`config.mk`:
```
export PLATFORM = sky130hd
export DESIGN_NAME = cordic_phase_gen
export DESIGN_NICKNAME = d
export VERILOG_FILES = /design/src/rtl/cordic_phase_gen_pkg.sv /design/src/rtl/cordic_quadrant_fold.sv /design/src/rtl/cordic_phase_gen.sv
export SDC_FILE = /design/constraint.sdc
export NUM_CORES = 1
export LEC_CHECK = 0
export CAP_MARGIN = 20
export CORE_ASPECT_RATIO = 1.75
export CORE_MARGIN = 4
export CORE_UTILIZATION = 50
export CTS_CLUSTER_DIAMETER = 150
export CTS_CLUSTER_SIZE = 14
export DETAILED_ROUTE_END_ITERATION = 6
export PLACE_DENSITY = 0.78
export SYNTH_ARGS = -nofsm -noshare
export SYNTH_HDL_FRONTEND = slang
export SYNTH_HIERARCHICAL = 1
export SYNTH_SLANG_ARGS = --single-unit
```
`constraint.sdc`:
```
create_clock -name clk -period 3.3 [get_ports clk]
set_clock_uncertainty 0.05 [all_clocks]
set_input_delay 0.66 -clock clk [delete_from_list [all_inputs] [get_ports clk]]
set_output_delay 0.66 -clock clk [all_outputs]
set_load 0.05 [all_outputs]
```
`src/rtl/cordic_phase_gen_pkg.sv`:
```
// Shared definitions for the CORDIC phase feeder and the downstream sign-reconstruction stage.
package cordic_phase_gen_pkg;

    localparam int PHASE_W_DEF = 10;
    localparam int ANGLE_W_DEF = 8;
    localparam int CNT_W_DEF   = 16;

    typedef enum logic [1:0] {
        ST_IDLE,
        ST_RUN,
        ST_DONE
    } state_t;

    // Bit q of each map is the sign flag for quadrant q (sin < 0 in q2/q3, cos < 0 in q1/q2).
    localparam logic [3:0] NEG_SIN_BY_QUAD = 4'b1100;
    localparam logic [3:0] NEG_COS_BY_QUAD = 4'b0110;

endpackage

```
`src/rtl/cordic_quadrant_fold.sv`:
```
// Folds a full-circle phase into a first-quadrant angle plus sin/cos sign flags.
module cordic_quadrant_fold
    import cordic_phase_gen_pkg::*;
#(
    parameter int PHASE_W = PHASE_W_DEF,
    parameter int ANGLE_W = ANGLE_W_DEF
) (
    input  logic [PHASE_W-1:0] phase,
    output logic [ANGLE_W-1:0] angle,
    output logic               neg_sin,
    output logic               neg_cos
);

    logic [1:0]         quad;
    logic [ANGLE_W-1:0] frac;

    assign quad = phase[PHASE_W-1:PHASE_W-2];
    assign frac = phase[ANGLE_W-1:0];

    // Odd quadrants run backwards; the one's complement mirrors with a half-LSB bias.
    assign angle   = quad[0] ? ~frac : frac;
    assign neg_sin = NEG_SIN_BY_QUAD[quad];
    assign neg_cos = NEG_COS_BY_QUAD[quad];

endmodule

```
`src/rtl/cordic_phase_gen.sv`:
```
// NCO phase accumulator issuing folded CORDIC angles as valid/ready bursts.
module cordic_phase_gen
    import cordic_phase_gen_pkg::*;
#(
    parameter int PHASE_W = PHASE_W_DEF,
    parameter int ANGLE_W = ANGLE_W_DEF,
    parameter int CNT_W   = CNT_W_DEF
) (
    input  logic               clk,
    input  logic               reset_n,
    input  logic               start,
    input  logic               stop,
    input  logic [PHASE_W-1:0] phase_init,
    input  logic [PHASE_W-1:0] ftw,
    input  logic [CNT_W-1:0]   burst_len,
    output logic               out_valid,
    input  logic               out_ready,
    output logic [ANGLE_W-1:0] out_angle,
    output logic               neg_sin,
    output logic               neg_cos,
    output logic               busy,
    output logic               done
);

    state_t             state_q, state_d;
    logic [PHASE_W-1:0] phase_q;
    logic [PHASE_W-1:0] ftw_q;
    logic [CNT_W-1:0]   len_q;
    logic [CNT_W-1:0]   count_q;
    logic               stop_seen_q;
    logic               accept;
    logic               last_beat;

    assign accept    = (state_q == ST_RUN) && out_ready;
    assign last_beat = (len_q != '0) && ((count_q + CNT_W'(1)) == len_q);

    // NOTE: every signal assigned in always_comb gets a default first, so no latch is inferred.
    always_comb begin
        state_d = state_q;
        unique case (state_q)
            ST_IDLE: if (start) state_d = ST_RUN;
            ST_RUN:  if (accept && (last_beat || stop_seen_q || stop)) state_d = ST_DONE;
            ST_DONE: state_d = ST_IDLE;
            default: state_d = ST_IDLE;
        endcase
    end

    // NOTE: sequential state uses non-blocking assignments so all registers update together.
    always_ff @(posedge clk or negedge reset_n) begin
        if (!reset_n) state_q <= ST_IDLE;
        else          state_q <= state_d;
    end

    always_ff @(posedge clk or negedge reset_n) begin
        if (!reset_n) begin
            phase_q     <= '0;
            ftw_q       <= '0;
            len_q       <= '0;
            count_q     <= '0;
            stop_seen_q <= 1'b0;
        end else begin
            unique case (state_q)
                ST_IDLE: begin
                    if (start) begin
                        phase_q     <= phase_init;
                        ftw_q       <= ftw;
                        len_q       <= burst_len;
                        count_q     <= '0;
                        stop_seen_q <= 1'b0;
                    end
                end
                ST_RUN: begin
                    if (stop) stop_seen_q <= 1'b1;
                    if (accept) begin
                        phase_q <= phase_q + ftw_q;
                        count_q <= count_q + CNT_W'(1);
                    end
                end
                ST_DONE: stop_seen_q <= 1'b0;
                default: stop_seen_q <= 1'b0;
            endcase
        end
    end

    // Outputs decode registered state only; nothing flows combinationally from inputs.
    assign out_valid = (state_q == ST_RUN);
    assign busy      = (state_q == ST_RUN);
    assign done      = (state_q == ST_DONE);

    cordic_quadrant_fold #(
        .PHASE_W (PHASE_W),
        .ANGLE_W (ANGLE_W)
    ) u_fold (
        .phase   (phase_q),
        .angle   (out_angle),
        .neg_sin (neg_sin),
        .neg_cos (neg_cos)
    );

endmodule

```
==> results of run 1 <==
[registers in the layout, indices dropped and copies added (netlist names)]
register     flops
stop_seen_q      1
ftw_q           10
state_q          2
phase_q         10
count_q         16
len_q           16
[kinds of logic after synthesis]
kind of cell               share of synthesized area
buffers and inverters                         0.0525
muxes                                         0.0934
DFF                                            0.413
xor gates and xnor gates                       0.102
AOI/OAI and AO/OA                              0.138
adders and majority gates                     0.0435
and+or+nand+nor                                0.158
[synthesized netlist by cell type, types with 2 or more instances]
cell type,number
a21o_1,5
a21oi_1,20
a22o_1,4
a31oi_1,4
a41oi_1,2
and3_1,5
buf_4,3
buf_6,4
clkbuf_1,9
clkbuf_8,2
dfrtp_1,55
ha_1,10
inv_1,8
mux2_2,25
mux2i_1,3
nand2_1,21
nand2b_1,4
nand3_1,8
nand4_1,6
nand4b_1,2
nor2_1,25
nor2b_1,7
nor3_1,8
nor3b_1,2
nor4_1,5
o21ai_0,26
o31ai_1,5
or4_1,3
xnor2_1,22
xor2_1,17
[final cells by class]
type                            instances  area, sq um
Fill cell                             562         2420
Tap cell                               82          103
Multi-Input combinational cell        255         1790
Clock buffer                            6          129
Sequential cell                        55         1380
Timing Repair Buffer                   60          578
Inverter                                8         30.0
Clock inverter                          2         60.1
[critical path, delay by kind of cell, from the launching register on]
family,cells,cell delay (ns)
simple gates,4,1.44
flops,1,0.45
compound gates,2,0.45
fa+ha+maj,1,0.30
xor+xnor,1,0.16
[final timing paths]
check                      cells past startpoint                    from  slack [ns]                 endpoint
max                                            8  count_q[0]$_DFFE_PN0P_        0.33   state_q[0]$_DFFE_PN0P_
min                                            2                 reset_n        0.44     ftw_q[0]$_DFFE_PN0P_
max reg2reg                                    8  count_q[0]$_DFFE_PN0P_        0.33   state_q[0]$_DFFE_PN0P_
min reg2reg                                    1  state_q[1]$_DFFE_PN0P_        0.45  stop_seen_q$_DFFE_PN0P_
max in group asynchronous                      2                 reset_n        2.28     len_q[0]$_DFFE_PN0P_
min in group clk                               1  state_q[1]$_DFFE_PN0P_        0.45  stop_seen_q$_DFFE_PN0P_
[layer usage]
| layer | vias to the layer above | track usage | wire (um) |
|---|---|---|---|
| met5 | - | 0 | 0 |
| met1 | 1262 | 0.209 | 2990 |
| li1 | 1300 | - | - |
| met4 | 0 | 0.0997 | 251 |
| met3 | 18 | 0.0321 | 280 |
| met2 | 85 | 0.379 | 4220 |
[per-stage QoR]
stage	setup WS (ns)	utilization
2_1_floorplan	0.574	-
3_3_place_gp	0.405	0.597
3_5_place_dp	0.330	0.597
4_1_cts	0.324	0.626
5_1_grt	0.177	0.626
6_report	0.334	0.626
[report_power, final]
group	internal [mW]	total, mW	switching (mW)
Clock	0.435	0.669	0.234
Combinational	1.02	2.35	1.33
Sequential	0.933	1.21	0.277
Total	2.38	4.23	1.85
==> metrics.csv, run 1 <==
metric,value,unit
synth warn,6,
number of synthesized flops with an enable pin,0,
Num CTS Buffers,5,
PortBufs,53,
synthesis-to-layout area growth,21.9,%
n_diodes,0,
hold crit path type,input port to async pin,
Die Ht,116,um
Tmin final,2.97,ns
TritonCTS clock tree,yes,
vias in the first global route,2683,
# Post-CTS Setup Buffers,0,
most frequent cells in the layout,"55 x dfrtp_1, 52 x clkdlybuf4s50_1, 26 x o21ai_0",
RSZ-0062 raised after global routing,no,
"Primary FF master, synth",dfrtp_1,
CP Capture Type,flip-flop,
CP Cell Sequence,ha_1 > nand3_2 > xnor2_1 > or4_1 > or4_1 > nor4_1 > a311oi_1 > a211o_1,
IO Pins,54,
Hold Buf Count CTS,0,
latest clock arrival within the worst-skew pair,0.30,ns
Syn Nets,390,
Pre-antenna DRT Iters,4,
post-synthesis cell type count,48,
chip width,69.7,um
cell area power density,1040,nW/um^2
leak pwr,1.71,nW
finished layout cell area,4070,sq um
sequential area share after synthesis,0.413,
nets@finish,437,
WL per Instance,16.5,um
vias per cell,5.69,
Initial Util,0.514,
Routed WL,7740,um
placed insts,460,
"Hold Vio Cnt, Final",0,
CP max-delay cell,or4_1,
Mapped Area,3340,sq um
Yosys top cell area share,0.413,
Slew @ Worst Pin,0.707,ns
total chip power,4.23,mW
DIE AREA,8090,sq um
Max Slew Vio Count,0,
final setup TNS,0,ns
aggregate global routing overflow,0,
clk sinks,55,
Mean Syn Cell Area,9.87,sq um
Max rail drop VDD,0.444,mV
share of cells above drive strength 1,0.117,
Std-Cell Rows,39,
dpl cell area,3880,sq um
"Req. time, crit path",3.43,ns
CP most frequent cell,or4_1,
post-DP HPWL,5660,um
starting DRC count in detailed routing,139,
DR vias,2665,
final critical-path share of the clock period,0.899,
core area,6490,sq um
clk slew on worst S/H paths,0.07,ns
CTS max path bufs,2,
Worst EP arrival,3.10,ns
status,"complete, no violations",
Residual DRC,0,
Non-Filler Instances,468,
largest net degree at the start of global routing,56,
CTS root buffer,clkbuf_16,
crit start category,flip-flop,
"commonest non-fill, non-tap cell in the layout",dfrtp_1,
Hold Worst Slack,0.442,ns
antenna violations before repair,0,
Worst Path Max Fanout,7,
Slew Limit Headroom,0.528,
Synth area leaders,"dfrtp_1 41%, mux2_2 8.4%, xnor2_1 5.8%",
Cells after Synth,338,
Post-DRT Antenna Nets,0,
worst setup path category,flip-flop to flip-flop,
max frequency,337,MHz
CP max stage delay,0.54,ns
htree depth,2,
post-CTS resize count,0,
Final setup viols,0,
post-synthesis register bit count,55,
cell taking the most area after synthesis,dfrtp_1,
GP Congestion,0.908,
first-pass GRT wire length,12700,um
asr flop ratio synth,1.00,
gr usage total,0.199,
# Max-Cap Violations,0,
(Power assumes the default switching activity.)
==> run 2: changes to the inputs <==
--- a/config.mk
+++ b/config.mk
@@ -5,14 +5,13 @@
 export SDC_FILE = /design/constraint.sdc
 export NUM_CORES = 1
 export LEC_CHECK = 0
-export CAP_MARGIN = 20
 export CORE_ASPECT_RATIO = 1.75
 export CORE_MARGIN = 4
 export CORE_UTILIZATION = 50
 export CTS_CLUSTER_DIAMETER = 150
 export CTS_CLUSTER_SIZE = 14
 export DETAILED_ROUTE_END_ITERATION = 6
-export PLACE_DENSITY = 0.78
+export PLACE_DENSITY = 0.75
 export SYNTH_ARGS = -nofsm -noshare
 export SYNTH_HDL_FRONTEND = slang
 export SYNTH_HIERARCHICAL = 1
==> run 2 against run 1 <==
  * Sequential share of layout area is 0.063 points higher
  * Core utilization is 0.12 points lower
  * Maximum frequency is 0.21% lower
  * Die area stayed put
  * Final area is 0.18% lower
  * Critical path type unchanged
  * Largest power group unchanged
  * Highest routed layer unchanged
==> metrics.csv, run 2 (synthesis gave the netlist of run 1 again) <==
metric,value,unit,change
finished layout cell area,4060,sq um,-0.18%
"Core Util, Final",0.625,,-0.00116
Worst EP arrival,3.11,ns,about the same
antenna violations before repair,0,,unchanged
core area,6490,sq um,unchanged
PortBufs,53,,unchanged
biggest regs,"count_q: 16 flops, len_q: 16 flops",,
Routed WL,7750,um,+0.17%
final setup TNS,0,ns,unchanged
DR vias,2647,,-0.68%
crit start category,flip-flop,,
Non-Filler Instances,469,,+0.21%
nets@finish,438,,+0.23%
CP max stage delay,0.52,ns,-0.02 ns
status,"complete, no violations",,
"commonest non-fill, non-tap cell in the layout",dfrtp_1,,
Final setup viols,0,,unchanged
combinational fraction of design power,0.564,,+0.008
GP Congestion,0.895,,-1.4%
htree depth,2,,unchanged
aggregate global routing overflow,0,,unchanged
Met3 Wirelength,310,um,+11%
CP most frequent cell,or4_1,,
most frequent cells in the layout,"55 x dfrtp_1, 52 x clkdlybuf4s50_1, 26 x o21ai_0",,
Max rail drop VDD,0.496,mV,+12%
WL per Instance,16.5,um,about the same
RSZ-0062 raised after global routing,no,,
share of cells above drive strength 1,0.121,,+0.00487
sequential share of power,0.289,,+0.003
latest clock arrival within the worst-skew pair,0.30,ns,about the same
Sw Share,0.442,,+0.00537
CP max-delay cell,or4_1,,
n_diodes,0,,unchanged
# Max-Cap Violations,0,,unchanged
"Req. time, crit path",3.44,ns,about the same
Crit. Startpoint,count_q[0]$_DFFE_PN0P_,,
Slew Limit Headroom,0.533,,+0.00422
"Hold Vio Cnt, Final",0,,unchanged
vias in the first global route,2662,,-0.78%
post-DP HPWL,5790,um,+2.3%
wire length on met1,2900,um,-3.0%
Num CTS Buffers,5,,unchanged
Residual DRC,0,,unchanged
clock power share,0.147,,-0.011
TritonCTS clock tree,yes,,
CTS root buffer,clkbuf_16,,
vias per cell,5.64,,-0.89%
final critical-path share of the clock period,0.901,,+0.00193
worst setup path category,flip-flop to flip-flop,,
DR top layer,met4,,
Pre-antenna DRT Iters,4,,unchanged
P_int,2.33,mW,-2.3%
dpl cell area,3880,sq um,+0.19%
clk slew on worst S/H paths,0.07,ns,about the same
Reg2Reg Capture Point,state_q[0]$_DFFE_PN0P_,,
Setup WS post-layout,0.328,ns,-0.00637 ns
r2r startpoint,count_q[0]$_DFFE_PN0P_,,
largest net degree at the start of global routing,56,,unchanged
CP Cell Sequence,ha_1 > nand3_2 > xnor2_1 > or4_1 > or4_1 > nor4_1 > a311oi_1 > a211o_1,,
Slew @ Worst Pin,0.701,ns,-0.00633 ns
Hold Worst Slack,0.441,ns,-0.00100 ns
gr usage total,0.199,,about the same
IO Pins,54,,unchanged
max frequency,336,MHz,-0.21%
clk sinks,55,,unchanged
Post-DRT Antenna Nets,0,,unchanged
leak pwr,1.71,nW,about the same
Hold Buf Count CTS,0,,unchanged
P_sw,1.84,mW,-0.20%
DIE AREA,8090,sq um,unchanged
Place WS,0.333,ns,+0.00350 ns
setup slack of the most critical reg-to-reg path,0.33,ns,about the same
CTS max path bufs,2,,unchanged
Die Ht,116,um,unchanged
placed insts,461,,+0.22%
total chip power,4.17,mW,-1.4%
Initial Util,0.514,,unchanged
DR WL met2,4330,um,+2.7%
post-CTS resize count,0,,unchanged
Std-Cell Rows,39,,unchanged
R2R cell count,8,,unchanged
hold crit path type,input port to async pin,,
synthesis-to-layout area growth,21.6,%,
cell area power density,1030,nW/um^2,-1.2%
Worst Path Max Fanout,7,,unchanged
Tmin final,2.97,ns,+0.00637 ns
starting DRC count in detailed routing,169,,+22%
chip width,69.7,um,unchanged
CP Capture Type,flip-flop,,
first-pass GRT wire length,12700,um,about the same
Max Slew Vio Count,0,,unchanged
# Post-CTS Setup Buffers,0,,unchanged
critical path endpoint,state_q[0]$_DFFE_PN0P_,,
## run 2: critical path: cells and delay by family (launching register included)
kind	cells	cell delay (ns)
adder cells (fa/ha/maj)	1	0.30
XOR/XNOR	1	0.17
AND/OR/NAND/NOR	4	1.44
flip-flops	1	0.45
AO/OA/AOI/OAI	2	0.45
## run 2: layer usage
| metal | track usage | vias up |
|---|---|---|
| met5 | 0 | - |
| met4 | 0.0908 | 0 |
| met3 | 0.0391 | 15 |
| met2 | 0.375 | 61 |
| met1 | 0.212 | 1272 |
| li1 | - | 1299 |
## run 2: area by class of cell
| class | instances | area (sq um) |
|---|---|---|
| clock inverters | 2 | 35.0 |
| repair buffers | 61 | 586 |
| flip-flops and latches | 55 | 1380 |
| multi-input cells | 255 | 1790 |
| inverters | 8 | 30.0 |
| well taps | 82 | 103 |
| clock buffers | 6 | 139 |
| fillers | 541 | 2430 |
## run 2: worst min path at each step
stage	from	endpoint	slack, ns
floorplan	reset_n	count_q[0]$_DFFE_PN0P_	0.31
global placement	state_q[1]$_DFFE_PN0P_	stop_seen_q$_DFFE_PN0P_	0.42
detailed placement	state_q[1]$_DFFE_PN0P_	stop_seen_q$_DFFE_PN0P_	0.43
CTS	state_q[1]$_DFFE_PN0P_	stop_seen_q$_DFFE_PN0P_	0.44
global route	state_q[1]$_DFFE_PN0P_	stop_seen_q$_DFFE_PN0P_	0.48
finish	reset_n	ftw_q[2]$_DFFE_PN0P_	0.44
## run 2: power by group through the flow
stage          Clock, mW  Combinational, mW  Sequential, mW
6_report           0.613               2.35            1.21
5_1_grt            0.659               2.56            1.25
4_1_cts            0.633               2.37            1.21
3_5_place_dp           0               2.36            1.23
3_3_place_gp           0               2.29            1.21
2_1_floorplan          0               1.85            1.12
